===== src/rtl/instr_fetch_unit.sv =====
`default_nettype none
// ============================================================================
//  Module   : instr_fetch_unit
//  Purpose  : Fetches 16-bit instruction words from instruction memory and
//             presents them to the decoder with their PC. Applies the taken
//             branch / jump outcome reported one cycle after decode,
//             retargeting fetch and discarding wrong-path words.
//  Revision : 1.0  initial release
// ----------------------------------------------------------------------------
//  Ports
//    clk              in   clock, rising-edge
//    rst_n            in   asynchronous active-low reset
//    o_imem_req       out  fetch request (held until i_imem_gnt)
//    o_imem_addr      out  word address of the request
//    i_imem_gnt       in   request accepted this cycle
//    i_imem_rvalid    in   response data valid
//    i_imem_rdata     in   instruction word
//    o_instr_valid    out  instruction/pc fields valid to decoder
//    o_instr          out  instruction word
//    o_opcode         out  o_instr[15:12]
//    o_function_code  out  o_instr[3:0]
//    o_pc_out         out  address of o_instr
//    i_dec_ready      in   decoder accepts the instruction this cycle
//    i_take_branch    in   previously accepted instruction is a taken branch
//    i_take_jump      in   previously accepted instruction is a jump
// ============================================================================
module instr_fetch_unit #(
   parameter int                ADDR_W   = 16,
   parameter logic [ADDR_W-1:0] RESET_PC = '0
) (
   input  logic              clk,
   input  logic              rst_n,
   output logic              o_imem_req,
   output logic [ADDR_W-1:0] o_imem_addr,
   input  logic              i_imem_gnt,
   input  logic              i_imem_rvalid,
   input  logic [15:0]       i_imem_rdata,
   output logic              o_instr_valid,
   output logic [15:0]       o_instr,
   output logic [3:0]        o_opcode,
   output logic [3:0]        o_function_code,
   output logic [ADDR_W-1:0] o_pc_out,
   input  logic              i_dec_ready,
   input  logic              i_take_branch,
   input  logic              i_take_jump
);

   // Request side
   logic              r_run;      // low only in the first cycle after reset
   logic              r_req;      // request raised, not yet granted
   logic              r_outst;    // request granted, response pending
   logic              r_drop;     // pending response belongs to the wrong path
   logic [ADDR_W-1:0] r_addr;     // address of the current/last request
   logic [ADDR_W-1:0] r_next;     // address the next request will use

   // Output register
   logic              r_valid;
   logic [15:0]       r_instr;
   logic [ADDR_W-1:0] r_pc;

   // Record of the instruction accepted in the previous cycle
   logic              r_acc_valid;
   logic [ADDR_W-1:0] r_acc_pc;
   logic [15:0]       r_acc_instr;

   logic              w_redirect;
   logic [ADDR_W-1:0] w_acc_pc1;
   logic [ADDR_W-1:0] w_br_tgt;
   logic [ADDR_W-1:0] w_jmp_tgt;
   logic [ADDR_W-1:0] w_target;
   logic              w_instr_valid;
   logic              w_accept;
   logic              w_issue;
   logic              w_load;

   assign w_redirect = r_acc_valid & (i_take_branch | i_take_jump);
   assign w_acc_pc1  = r_acc_pc + ADDR_W'(1);
   assign w_br_tgt   = w_acc_pc1 + {{(ADDR_W-4){r_acc_instr[3]}}, r_acc_instr[3:0]};
   assign w_jmp_tgt  = {w_acc_pc1[ADDR_W-1:12], r_acc_instr[11:0]};
   assign w_target   = i_take_jump ? w_jmp_tgt : w_br_tgt;

   // The held word is the wrong path during a redirect, so hide it at once.
   assign w_instr_valid = r_valid & ~w_redirect;
   assign w_accept      = w_instr_valid & i_dec_ready;

   // Issue combinationally so a word accepted this cycle is followed by a
   // request in the same cycle (one instruction per two cycles at best).
   // A redirect cycle never issues: the target request goes out next cycle.
   assign w_issue = r_run & ~r_req & ~r_outst & ~w_redirect & (~r_valid | w_accept);

   // A response arriving in the redirect cycle is wrong-path as well.
   assign w_load = i_imem_rvalid & r_outst & ~r_drop & ~w_redirect;

   assign o_imem_req      = r_req | w_issue;
   assign o_imem_addr     = w_issue ? r_next : r_addr;
   assign o_instr_valid   = w_instr_valid;
   assign o_instr         = r_instr;
   assign o_opcode        = r_instr[15:12];
   assign o_function_code = r_instr[3:0];
   assign o_pc_out        = r_pc;

   always_ff @(posedge clk or negedge rst_n) begin
      if (!rst_n) begin
         r_run   <= 1'b0;
         r_req   <= 1'b0;
         r_outst <= 1'b0;
         r_drop  <= 1'b0;
         r_addr  <= RESET_PC;
         r_next  <= RESET_PC;
      end else begin
         r_run <= 1'b1;
         if (w_issue) begin
            r_addr <= r_next;
            r_next <= r_next + ADDR_W'(1);
            if (i_imem_gnt) begin
               r_outst <= 1'b1;
            end else begin
               r_req <= 1'b1;
            end
         end else if (r_req && i_imem_gnt) begin
            r_req   <= 1'b0;
            r_outst <= 1'b1;
         end
         if (r_outst && i_imem_rvalid) begin
            r_outst <= 1'b0;
            r_drop  <= 1'b0;
         end
         if (w_redirect) begin
            r_next <= w_target;
            // Still ungranted: swap the address in place, keep the request up.
            if (r_req && !i_imem_gnt) begin
               r_addr <= w_target;
               r_next <= w_target + ADDR_W'(1);
            end
            // Granted but not yet answered: discard its response when it comes.
            if ((r_req && i_imem_gnt) || (r_outst && !i_imem_rvalid)) begin
               r_drop <= 1'b1;
            end
         end
      end
   end

   always_ff @(posedge clk or negedge rst_n) begin
      if (!rst_n) begin
         r_valid     <= 1'b0;
         r_instr     <= 16'h0000;
         r_pc        <= '0;
         r_acc_valid <= 1'b0;
         r_acc_pc    <= '0;
         r_acc_instr <= 16'h0000;
      end else begin
         if (w_load) begin
            r_valid <= 1'b1;
            r_instr <= i_imem_rdata;
            r_pc    <= r_addr;
         end else if (w_accept || w_redirect) begin
            r_valid <= 1'b0;
         end
         r_acc_valid <= w_accept;
         if (w_accept) begin
            r_acc_pc    <= r_pc;
            r_acc_instr <= r_instr;
         end
      end
   end

endmodule
`default_nettype wire


===== config.mk =====
export PLATFORM = sky130hd
export DESIGN_NAME = instr_fetch_unit
export DESIGN_NICKNAME = d
export VERILOG_FILES = /design/src/rtl/instr_fetch_unit.sv
export SDC_FILE = /design/constraint.sdc
export NUM_CORES = 1
export LEC_CHECK = 0
export ABC_AREA = 1
export ABC_CLOCK_PERIOD_IN_PS = 2700
export BUFFER_PORTS_ARGS = -buffer_cell sky130_fd_sc_hd__buf_4
export CORE_MARGIN = 10
export CORE_UTILIZATION = 53
export DETAILED_ROUTE_END_ITERATION = 7
export PLACE_DENSITY = 0.84
export SYNTH_ARGS = -nofsm -noshare
export SYNTH_HDL_FRONTEND = slang
export SYNTH_SLANG_ARGS = --single-unit

===== constraint.sdc =====
create_clock -name clk -period 2.7 [get_ports clk]
set_clock_uncertainty 0.05 [all_clocks]
set_input_delay 0 -clock clk [delete_from_list [all_inputs] [get_ports clk]]
set_output_delay 0 -clock clk [all_outputs]
set_load 0.02 [all_outputs]

==> metrics.txt <==
Worst Path Buf+Inv 2; drt pass-1 iters 6; post-detailed-placement half-perimeter wirelength 13.3 mm; total grt overflow 0; most frequent cell after synthesis nand2_1; via count of the first global-routing pass 6586; share of the synthesized area in the top cell type 0.399; vias per inst 5.86; depth of the CTS H-tree 3; final hold viol count 0; final worst slack -0.550 ns; clk slew on worst S/H paths 0.08 ns; total power 12.1 mW; worst hold path type input port to register; Seq cells post-synth 98; Place WS -0.427 ns; Syn. warnings 0; Worst Setup Start Kind register; die height 128 um; critical-path maximum fanout 5; syn_area_per_cell 7.12 um2; Detailed Route WL 23.5 mm; clk sink count 98; Slew headroom 0.314; share of power burned in registers 0.226; Post-synth EDFFs 0; CP max-delay cell dfrtp_1; initial antenna violation count 1; VDD IR max 0.00101 V; CP Class register to register; Post-Syn Instances 864; largest net degree at the start of global routing 53; fraction of layout cells with a size suffix above 1 0.408; fin nets 1103; IO Pins 81; TritonCTS clock tree done; TritonCTS buffer count 9; Post-Syn Nets 908; sequential area share after synthesis 0.399; Gate power share 0.665; Power Density 1330 nW/um2; Synth top cells by count nand2_1 (277), inv_1 (123), dfrtp_1 (98); clk buf depth 2; Pins Over Slew Limit 0; Vias 7074; row cnt 39; Peak Freq 308 MHz; clock root buffer clkbuf_16; Hold WS 0.0706 ns; Port Buffers 80; period utilisation layout 1.20; failing checks setup timing; largest area contributor in the netlist dfrtp_1; CORE AREA 11400 um2; Post-Syn Area 6150 um2; first-pass GRT wire length 32.8 mm; Final GP Congestion 0.926; Starting Density 0.541; RSZ-0062 raised after global routing true; critical-path cell list ha_4 > nand3_4 > nor3_4 > buf_6 > nand3_2 > xnor2_1 > ha_1 > nand2_2 > inv_2 > nand2_2 > nand2_4 > a21oi_4 > nand2_1 > nand2_1 > nand3_2 > nand2_4 > nand2_2 > nor2_4 > nand3_2 > nand2_2 > nand3_2 > a21oi_2; Net Sw Power 5.98 mW; Critical Path Max Stage Delay 0.48 ns; ys async rst share 1.00; Lkg Pwr 4.54 nW; endpoints failing setup 22; crit path DAT 3.50 ns; DR WL/cell 19.5 um; Die X-Extent 128 um; Filler cells 626; clock network fraction of design power 0.108; Die Area 16300 um2; Detail Route Antenna Nets 0; Int Pwr 6.13 mW; ys flop type dfrtp_1; ranking of synthesized cells by area dfrtp_1 (40%), nand2_1 (17%), inv_1 (7.5%), o21ai_0 (5.7%), nand3_1 (5.5%); P&R area growth vs syn 47.9%; status finished, violations left; required time worst endpoint 2.95 ns; critical path's top delay family simple AND/OR/NAND/NOR gates; Distinct cells, synth 41; minimum clock period 3.25 ns; drt drc 0; Detailed Route Iter0 Violations 814; crit end category register; Net Sw Frac 0.494; number of max-cap violations 0; Worst Max-Slew Pin Slew 1.03 ns; GRT Total Usage 0.250; Worst-Skew Late Latency 0.37 ns
-- cell type report --
cell class / instances / area (um2) / share of cell area
multi-input combinational: 605 / 3950 / 0.434
sequential: 98 / 2450 / 0.270
timing repair buffer: 216 / 1720 / 0.190
inverter: 129 / 497 / 0.0546
clock buffer: 10 / 239 / 0.0263
tap: 143 / 179 / 0.0197
clock inverter: 6 / 53.8 / 0.00592
antenna: 1 / 2.50 / 0.000275
-- worst paths after layout --
kind,cells after the start,slack [ns],end,start
hold / removal,4,0.07,r_req$_DFFE_PN0P_,i_take_branch
setup / recovery,22,-0.55,r_next[14]$_DFFE_PN0P_,r_acc_pc[1]$_DFFE_PN0P_
hold reg to reg,2,0.43,r_acc_instr[5]$_DFFE_PN0P_,r_acc_instr[5]$_DFFE_PN0P_
setup reg to reg,22,-0.55,r_next[14]$_DFFE_PN0P_,r_acc_pc[1]$_DFFE_PN0P_
min in group asynchronous,2,0.17,r_acc_pc[12]$_DFFE_PN0P_,rst_n
max in group asynchronous,3,1.62,r_addr[8]$_DFF_PN0_,rst_n
-- metal layers --
layer,vias up,GRT usage,part of all wire
li1,3132,-,-
met1,3338,0.280,0.35
met2,473,0.421,0.49
met3,131,0.0765,0.094
met4,0,0.129,0.065
met5,-,0,0
-- cell families after synthesis --
kind of cell,share of synthesized area
AOI/OAI and AO/OA,0.103
xor gates and xnor gates,0.0271
adders and majority gates,0.0440
buffers and inverters,0.105
DFF,0.399
muxes,0.0275
other,0.000610
and+or+nand+nor,0.294
-- cells in the final DEF, fill, tap and decap left out, drive strengths merged, types with 2 or more instances in the layout --
cell	count
o22ai	4
a21oi	26
nor3	15
dlygate4sd3	20
a31oi	2
clkbuf	10
o21ai	76
o31ai	2
xnor2	6
inv	133
o211ai	2
mux2	15
xor2	13
nor2	50
buf	196
or2	7
ha	20
nand3	69
nand4	10
dfrtp	98
nand2	277
-- flip-flops by register name, summed over array words and instances (netlist names) --
name and cells:
r_acc_pc 16, r_outst 1, r_req 1, r_addr 16, r_next 16, o_pc_out 16, r_acc_valid 1, r_acc_instr 12
r_valid 1, o_instr 16, r_drop 1, r_run 1
-- worst register-to-register path: cells and delay by family, from the launching register on --
family,cells,cell delay [ns]
flip-flops,1,0.48
XOR/XNOR,1,0.13
buffers and inverters,2,0.21
AO/OA/AOI/OAI,2,0.29
AND/OR/NAND/NOR,15,1.47
adder cells (fa/ha/maj),2,0.56
-- power by group through the flow --
stage | clock network [mW] | registers, mW | logic [mW]
floorplan | 0 | 2.84 | 3.28
finish | 1.31 | 2.74 | 8.05
global placement | 0 | 2.62 | 5.93
global route | 1.36 | 2.78 | 8.57
detailed placement | 0 | 2.65 | 6.06
CTS | 1.31 | 2.65 | 6.73
-- metrics by stage --
step                TNS (ns)  instance area [um2]  std cells   util
finish                 -7.71                 9090       1208  0.800
global route           -9.80                 9090       1208  0.800
CTS                    -2.30                 8480       1196  0.745
detailed placement     -4.81                 7550       1148  0.664
global placement       -3.76                 7550       1148  0.664
floorplan             -0.341                 6230        864      -
-- timing repair --
action                     in CTS  in global routing
hold buffers                   20                  0
buffers inserted               12                 13
resized for setup              87                151
hold endpoints to repair       72                  0
pin swaps                      35                 85
setup endpoints to repair      18                 22
No activity file was read; power rests on OpenSTA's default activity.
